**src/rtl/friscv_pkg.sv**
```systemverilog
// Shared FRiscV definitions used by the front-end PC sequencing logic.
package friscv_pkg;

  localparam int unsigned XLEN         = 32;
  localparam int unsigned FLUSH_CYCLES = 2;

  // Numeric order of the codes doubles as redirect priority (trap highest).
  typedef enum logic [1:0] {
    PC_PLUS4  = 2'b00,
    PC_BRANCH = 2'b01,
    PC_JALR   = 2'b10,
    PC_TRAP   = 2'b11
  } pc_src_e;

  typedef enum logic [2:0] {
    RESET_S,
    RUN,
    STALL,
    PEND,
    FLUSH
  } pc_ctrl_state_e;

endpackage

```
**src/rtl/pc_ctrl_redirect_arb.sv**
```systemverilog
// Fixed-priority redirect select: trap > jalr > branch.
module redirect_arb #(
  parameter int unsigned XLEN = 32
) (
  input  logic                     trap_req,
  input  logic                     jalr_req,
  input  logic                     branch_req,
  input  logic [XLEN-1:0]          trap_tgt,
  input  logic [XLEN-1:0]          jalr_tgt,
  input  logic [XLEN-1:0]          branch_tgt,
  output logic                     valid,
  output friscv_pkg::pc_src_e      code,
  output logic [XLEN-1:0]          target
);
  import friscv_pkg::*;

  // Highest-priority active request wins; the rest are dropped.
  always_comb begin
    valid  = 1'b0;
    code   = PC_PLUS4;
    target = '0;
    if (trap_req) begin
      valid  = 1'b1;
      code   = PC_TRAP;
      target = trap_tgt;
    end else if (jalr_req) begin
      valid  = 1'b1;
      code   = PC_JALR;
      target = jalr_tgt;
    end else if (branch_req) begin
      valid  = 1'b1;
      code   = PC_BRANCH;
      target = branch_tgt;
    end
  end

endmodule

```
**src/rtl/pc_ctrl.sv**
```systemverilog
// Next-PC sequencer and front-end hazard controller.
module pc_ctrl #(
  parameter int unsigned XLEN         = friscv_pkg::XLEN,
  parameter int unsigned FLUSH_CYCLES = friscv_pkg::FLUSH_CYCLES
) (
  input  logic            clk,
  input  logic            rst,
  input  logic            imem_ready_in,
  input  logic            hazard_stall_in,
  input  logic            branch_taken_in,
  input  logic            jalr_in,
  input  logic            trap_in,
  input  logic [XLEN-1:0] branch_tgt_in,
  input  logic [XLEN-1:0] jalr_tgt_in,
  input  logic [XLEN-1:0] trap_vec_in,
  output logic [1:0]      pc_src_out,
  output logic [XLEN-1:0] target_out,
  output logic            pc_en_out,
  output logic            stall_if_id_out,
  output logic            flush_if_id_out,
  output logic            flush_id_ex_out,
  output logic            fetch_valid_out
);
  import friscv_pkg::*;

  localparam logic [1:0]     CNT_LOAD   = 2'(FLUSH_CYCLES - 1);
  localparam pc_ctrl_state_e POST_REDIR = (FLUSH_CYCLES > 1) ? FLUSH : RUN;

  pc_ctrl_state_e  state;
  logic [1:0]      cnt;
  pc_src_e         pend_code;
  logic [XLEN-1:0] pend_tgt;
  logic [XLEN-1:0] target_q;

  logic            req_valid;
  pc_src_e         req_code;
  logic [XLEN-1:0] req_tgt;

  logic            pend_take;
  pc_src_e         go_code;
  logic [XLEN-1:0] go_tgt;
  logic            go;

  redirect_arb #(.XLEN(XLEN)) u_arb (
    .trap_req   (trap_in),
    .jalr_req   (jalr_in),
    .branch_req (branch_taken_in),
    .trap_tgt   (trap_vec_in),
    .jalr_tgt   (jalr_tgt_in),
    .branch_tgt (branch_tgt_in),
    .valid      (req_valid),
    .code       (req_code),
    .target     (req_tgt)
  );

  // Redirect selection: live request outside PEND, pending (possibly overwritten) inside PEND.
  always_comb begin
    pend_take = req_valid && ((req_code == PC_TRAP) || (req_code > pend_code));
    go        = 1'b0;
    go_code   = PC_PLUS4;
    go_tgt    = target_q;
    if (state == PEND) begin
      // A same-cycle higher-priority request is applied rather than lost.
      go      = imem_ready_in;
      go_code = pend_take ? req_code : pend_code;
      go_tgt  = pend_take ? req_tgt  : pend_tgt;
    end else if (state != RESET_S) begin
      go      = req_valid && imem_ready_in;
      go_code = req_code;
      go_tgt  = req_tgt;
    end
  end

  // Combinational front-end controls from state, requests and imem readiness.
  always_comb begin
    pc_src_out      = PC_PLUS4;
    target_out      = target_q;
    pc_en_out       = 1'b0;
    stall_if_id_out = 1'b0;
    flush_if_id_out = 1'b0;
    flush_id_ex_out = 1'b0;
    fetch_valid_out = 1'b0;
    if (go) begin
      pc_src_out      = go_code;
      target_out      = go_tgt;
      pc_en_out       = 1'b1;
      flush_if_id_out = 1'b1;
      flush_id_ex_out = 1'b1;
    end else begin
      case (state)
        RESET_S, PEND: begin
          flush_if_id_out = 1'b1;
          flush_id_ex_out = 1'b1;
        end
        default: begin
          if (req_valid) begin
            flush_if_id_out = 1'b1;
            flush_id_ex_out = 1'b1;
          end else if (state == FLUSH) begin
            flush_if_id_out = 1'b1;
            pc_en_out       = imem_ready_in;
          end else if (!imem_ready_in) begin
            stall_if_id_out = 1'b1;
            flush_id_ex_out = hazard_stall_in;
          end else if (hazard_stall_in) begin
            stall_if_id_out = 1'b1;
            flush_id_ex_out = 1'b1;
          end else begin
            pc_en_out       = 1'b1;
            fetch_valid_out = 1'b1;
          end
        end
      endcase
    end
  end

  // State, flush counter, pending redirect and last applied target.
  always_ff @(posedge clk) begin
    if (rst) begin
      state     <= RESET_S;
      cnt       <= '0;
      pend_code <= PC_PLUS4;
      pend_tgt  <= '0;
      target_q  <= '0;
    end else begin
      if (go) begin
        target_q <= go_tgt;
      end
      case (state)
        RESET_S: state <= RUN;
        PEND: begin
          if (imem_ready_in) begin
            pend_code <= PC_PLUS4;
            pend_tgt  <= '0;
            cnt       <= CNT_LOAD;
            state     <= POST_REDIR;
          end else if (pend_take) begin
            pend_code <= req_code;
            pend_tgt  <= req_tgt;
          end
        end
        RUN, STALL, FLUSH: begin
          if (req_valid) begin
            if (imem_ready_in) begin
              cnt   <= CNT_LOAD;
              state <= POST_REDIR;
            end else begin
              pend_code <= req_code;
              pend_tgt  <= req_tgt;
              state     <= PEND;
            end
          end else if (state == FLUSH) begin
            if (imem_ready_in) begin
              if (cnt <= 2'd1) begin
                cnt   <= '0;
                state <= RUN;
              end else begin
                cnt <= cnt - 2'd1;
              end
            end
          end else if (imem_ready_in) begin
            state <= hazard_stall_in ? STALL : RUN;
          end
        end
        default: state <= RESET_S;
      endcase
    end
  end

endmodule

```
**config.mk**
```make
export PLATFORM = sky130hd
export DESIGN_NAME = pc_ctrl
export DESIGN_NICKNAME = d
export VERILOG_FILES = /design/src/rtl/friscv_pkg.sv /design/src/rtl/pc_ctrl_redirect_arb.sv /design/src/rtl/pc_ctrl.sv
export SDC_FILE = /design/constraint.sdc
export NUM_CORES = 1
export LEC_CHECK = 0
export CORE_UTILIZATION = 50
export DETAILED_ROUTE_END_ITERATION = 10
export PLACE_DENSITY = 0.81
export SYNTH_ARGS = -nofsm -noshare
export SYNTH_HDL_FRONTEND = slang
export SYNTH_SLANG_ARGS = --single-unit
```
**constraint.sdc**
```tcl
create_clock -name clk -period 5.5 [get_ports clk]
set_input_delay 0.55 -clock clk [delete_from_list [all_inputs] [get_ports clk]]
set_output_delay 0.55 -clock clk [all_outputs]
set_load 0.1 [all_outputs]
```
==> After elaboration in Yosys (flattened, before gate mapping) <==
Index checks and enable logic that the tools add are counted.
W data, S select, Z words.
{ "op_classes": {"add_sub_neg": 1, "n_lt_le_gt_ge": 2, "eq_ne": 11, "n_mux": 67, "reduce_logical": 11} }
{ "ops": {"columns": ["cell", "n"], "rows": [
  ["$mux W32", 10],
  ["$pmux W32 S2", 1],
  ["$mux W1", 31],
  ["$mux W2", 15],
  ["$mux W3", 7],
  ["$pmux W3 S3", 1],
  ["$reduce_and A3 Y1", 3],
  ["$pmux W2 S2", 2],
  ["$eq A3 B2 Y1 const B", 2],
  ["$ne A2 B2 Y1 const B", 3],
  ["$ne A3 B3 Y1 const B", 2],
  ["$ne A4 B4 Y1 const B", 1],
  ["$eq A3 B1 Y1 const B", 1],
  ["$eq A3 B3 Y1 const B", 1],
  ["$logic_not A3 Y1", 1],
  ["$reduce_bool A3 Y1", 1],
  ["$reduce_or A3 Y1", 1],
  ["$eq A2 B2 Y1 const B", 1],
  ["$gt A2 B2 Y1", 1],
  ["$le A2 B1 Y1 const B", 1],
  ["$logic_and A1 B1 Y1", 2],
  ["$reduce_bool A2 Y1", 1],
  ["$reduce_or A2 Y1", 1],
  ["$sub A2 B1 Y2 const B", 1],
  ["$logic_or A1 B1 Y1", 1]
]} }
{ "totals": {"ff_bits": 71, "input_bits": 103, "out_inout_bits": 39, "word_cells": 97} }

==> Depth between registers and ports, before layout <==
{ "depth": {"depth_word": 9, "mapped_depth": 11, "ltp_nobuf": 7} }

==> Modules after synthesis <==
A second synthesis with hierarchy kept.
{ "unflattened": {"hier_cells": 843, "area_unflattened_um2": 6307.3} }
{ "by_module_without_submodules": {"columns": ["mod", "instances", "cells_per_inst", "area_per_inst_um2", "seq_area_each_um2"], "rows": [
  ["pc_ctrl", 1, 693, 5123.7, 1421.4],
  ["redirect_arb", 1, 150, 1183.6, 0.0]
]} }

==> Worst setup path before layout <==
OpenSTA, ideal clock, no wires.
{ "synth_timing": {"path_kind": "input -> output", "from": "input port jalr_in", "to": "output port pc_en_out", "t_arrival_ps": 4907, "required_ps": 4950, "setup_slack_ps": 43, "stages": 6, "path_buffers": 2, "cell_sequence": "buf_2 or3_1 clkbuf_2 a21oi_1 o21ai_0 o21ai_0"} }
{ "synth_via": {"elab_chain_cells": 6, "elab_cells_between_ends": 8, "cone_classes": "7 x mux; 1 x reduce/logical"} }
{ "synth_rtl": {"columns": ["item", "line_no", "rtl"], "rows": [
  ["from (decl)", "pc_ctrl.sv:11", "input logic jalr_in,"],
  ["$mux W1 (*)", "pc_ctrl_redirect_arb.sv:26", "end else if (jalr_req) begin"],
  ["$mux W1 (*)", "pc_ctrl_redirect_arb.sv:22", "if (trap_req) begin"],
  ["$logic_and A1 B1 Y1", "pc_ctrl.sv:68", "go = req_valid && imem_ready_in;"],
  ["$mux W1", "pc_ctrl.sv:67", "end else if (state != RESET_S) begin"],
  ["$mux W1", "pc_ctrl.sv:62", "if (state == PEND) begin"],
  ["$mux W1 (*)", "pc_ctrl.sv:83", "if (go) begin"],
  ["to (decl)", "pc_ctrl.sv:18", "output logic pc_en_out,"]
]} }
Every way passes the cells marked *; elsewhere a longest branch is shown, timed or not.

==> Worst setup path in the final report <==
{ "layout_timing": {"from": "input port imem_ready_in", "to": "output port target_out[28]"} }
{ "layout_via": {"elab_chain_cells": 4} }
{ "layout_rtl": {"columns": ["item", "line_no", "rtl"], "rows": [
  ["from (decl)", "pc_ctrl.sv:8", "input logic imem_ready_in,"],
  ["$logic_and A1 B1 Y1", "pc_ctrl.sv:68", null],
  ["$mux W1", "pc_ctrl.sv:67", null],
  ["$mux W1 (*)", "pc_ctrl.sv:62", null],
  ["$mux W32 (*)", "pc_ctrl.sv:83", null],
  ["to (decl)", "pc_ctrl.sv:17", "output logic [XLEN-1:0] target_out,"]
]} }
Marked as above.

==> results.cfg <==
[outcome]
status = finished, final reports clean

[cells_and_area]
syn2layout_area_growth_pct = 31.9
drive_gt1_share_pct = 13.4
n_antenna_cell = 0
stdcell_count = 947
nets = 910
post-route-util_pct = 67.6

[sta]
setup_tns_ns = 0
finalMaxSlewViolations = 0
final_hold_viol_count = 0
skew_ns = 0.0104
max-slew-margin-rel_pct = 14.4
setup_violations = 0
fmax_mhz = 228
period_minus_slack_ns = 4.38
tightest_slew_ns = 1.28
post-route-period-util_pct = 79.7
rsz0062_at_grt = no

[detailed_routing]
wl_per_cell_um = 16.7
drt_iter0_drc = 429
vias = 5879
via_per_inst = 6.21
first_pass_iters = 5
drc = 0
finalWirelength_um = 15800
ant_nets = 0

[critical_path]
reg2reg_depth = 5
startpoint_type = input port
cp_max_fo = 30
path_class = input port to output pin
critPathArrivalTime_ns = 3.83
crit_path_end_kind = output pin
worstPathRequired_ns = 4.95

[synthesis]
synth_nets = 823
yosys_warnings = 0
synth.avg_cell_area_um2 = 7.29
yosysUniqueCellTypes = 53
synth_seq_cells = 71
syn_area_mm2 = 0.00524
ys_seq_area_share_pct = 27.1
ys.flop_type = dfxtp_1
synthCells = 719
synth_edf_count = 0
async_flop_share_pct = 0

[global_route]
grt_max_degree = 73
grt_pass1_wl_um = 25600
grt_usage_pct = 28.3
grt_pass1_vias = 5521
antenna_found_initial = 0
gr-total-overflow = 0

[pwr]
p_per_area_mw_per_mm2 = 329
power_leakage_nw = 2.63
totalPowerFinal_mw = 2.27
vdd_drop_max_mv = 0.283

[clock_tree]
clock_sinks = 71
h-tree-depth = 3
cts_tree = done
clockRootBuffer = clkbuf_8
postCtsSetupBuffers = 0
cts_buffer_depth = 2
ctsHoldBuffers = 0
worstSkewPairLatency_ns = 0.35
cts_resized = 0
clk_pin_slew_ns = 0.08
cts_made_buffers = 9

[die]
initial_core_util_pct = 51.2
die_area_mm2 = 0.0109
core_area_mm2 = 0.0102
die_width_um = 104
io_pins = 142
die_h_um = 104
rows = 37

[placed_design]
gp_congestion = 0.854
io_buffers = 141
dp_hpwl_um = 9810
dp.cells = 931

[job]
cap_viol_max_count = 0

[hold_path]
hold_class = flip-flop to flip-flop
whs_path_depth = 2
## cell families after synthesis
kind of cell,Yosys count,share of synthesized area [%]
AO/OA/AOI/OAI,268,32.3
XOR/XNOR,1,0.167
adder cells (fa/ha/maj),1,0.239
buffers and inverters,82,7.52
flip-flops,71,27.1
AND/OR/NAND/NOR,296,32.7
## cell usage after synthesis (6+ instances only)
cell type	number	area (um2)
nand3_1	32	160
buf_2	14	70.1
nor2_1	44	165
and2_1	6	37.5
nand3_2	26	260
and3_1	34	213
o21ai_0	60	300
nor3_1	6	30.0
nand2_1	62	233
nor2b_1	31	194
a311oi_1	36	315
a21boi_0	28	210
nand2b_1	9	56.3
o21ai_1	12	60.1
inv_1	6	22.5
clkbuf_1	46	173
a21oi_1	70	350
buf_6	7	78.8
dfxtp_1	71	1420
a31oi_1	35	219
o31ai_1	6	45.0
nand3b_1	28	210
## cells in the final DEF (no fill, tap or decap), types with 26 or more instances in the layout
| master | count |
|---|---|
| clkdlybuf4s50_1 | 101 |
| buf_4 | 33 |
| dfxtp_1 | 71 |
| a21oi_1 | 70 |
| o21ai_0 | 60 |
| nor2b_1 | 31 |
| nand3b_1 | 28 |
| nand2_1 | 61 |
| nor2_1 | 44 |
| and3_1 | 34 |
| a31oi_1 | 35 |
| a311oi_1 | 36 |
| nand3_1 | 32 |
| nand3_2 | 26 |
| a21boi_0 | 28 |
## metal layers
layer	global-route usage (%)	vias up	wire length, um
met5	0	-	0
met4	9.29	0	283
met3	6.20	29	1440
met2	48.1	291	7380
met1	35.3	2747	6730
li1	-	2812	-
## final timing paths
kind / to / startpoint / slack, ns
max reg2reg: pend_tgt[16]$_SDFFE_PP0P_ / state[0]$_SDFFE_PP0P_ / 2.27
min: cnt[0]$_SDFFE_PP0P_ / cnt[0]$_SDFFE_PP0P_ / 0.48
max: target_out[28] / imem_ready_in / 1.12
min reg2reg: cnt[0]$_SDFFE_PP0P_ / cnt[0]$_SDFFE_PP0P_ / 0.48
## flip-flops by register name (all words and copies together), names as in the netlist
name / flops
pend_tgt: 32
target_q: 32
state: 3
cnt: 2
pend_code: 2
## area by class of cell
cell class | count | area [um2]
repair buffers | 151 | 1550
fillers | 870 | 3320
clock buffers | 11 | 151
clock inverters | 5 | 128
flip-flops and latches | 71 | 1420
well taps | 136 | 170
inverters | 7 | 26.3
multi-input cells | 566 | 3460
## worst max-delay path, cell delays in order
cell and delay, ns:
clkdlybuf4s50_1 0.79, clkinv_1 0.37, a211oi_1 0.49, or2_2 0.88, buf_4 0.30, nor2_4 0.04, nor2_1 0.20, buf_12 0.21
## where the power goes
part	leakage, nW	switching [mW]	internal, mW
sequential	0.583	0.0385	0.582
clock	0.136	0.211	0.372
combinational	1.91	0.729	0.342
total	2.63	0.978	1.30
## stage by stage
| step | hold WS [ns] | setup slack [ns] | area, um2 |
|---|---|---|---|
| floorplan | 0.441 | 0.0427 | 5240 |
| global placement | 0.454 | 1.28 | 6630 |
| detailed placement | 0.464 | 1.19 | 6630 |
| CTS | 0.477 | 1.16 | 6910 |
| global route | 0.495 | 0.940 | 6910 |
| finish | 0.477 | 1.12 | 6910 |
No activity file was read; power rests on OpenSTA's default activity.
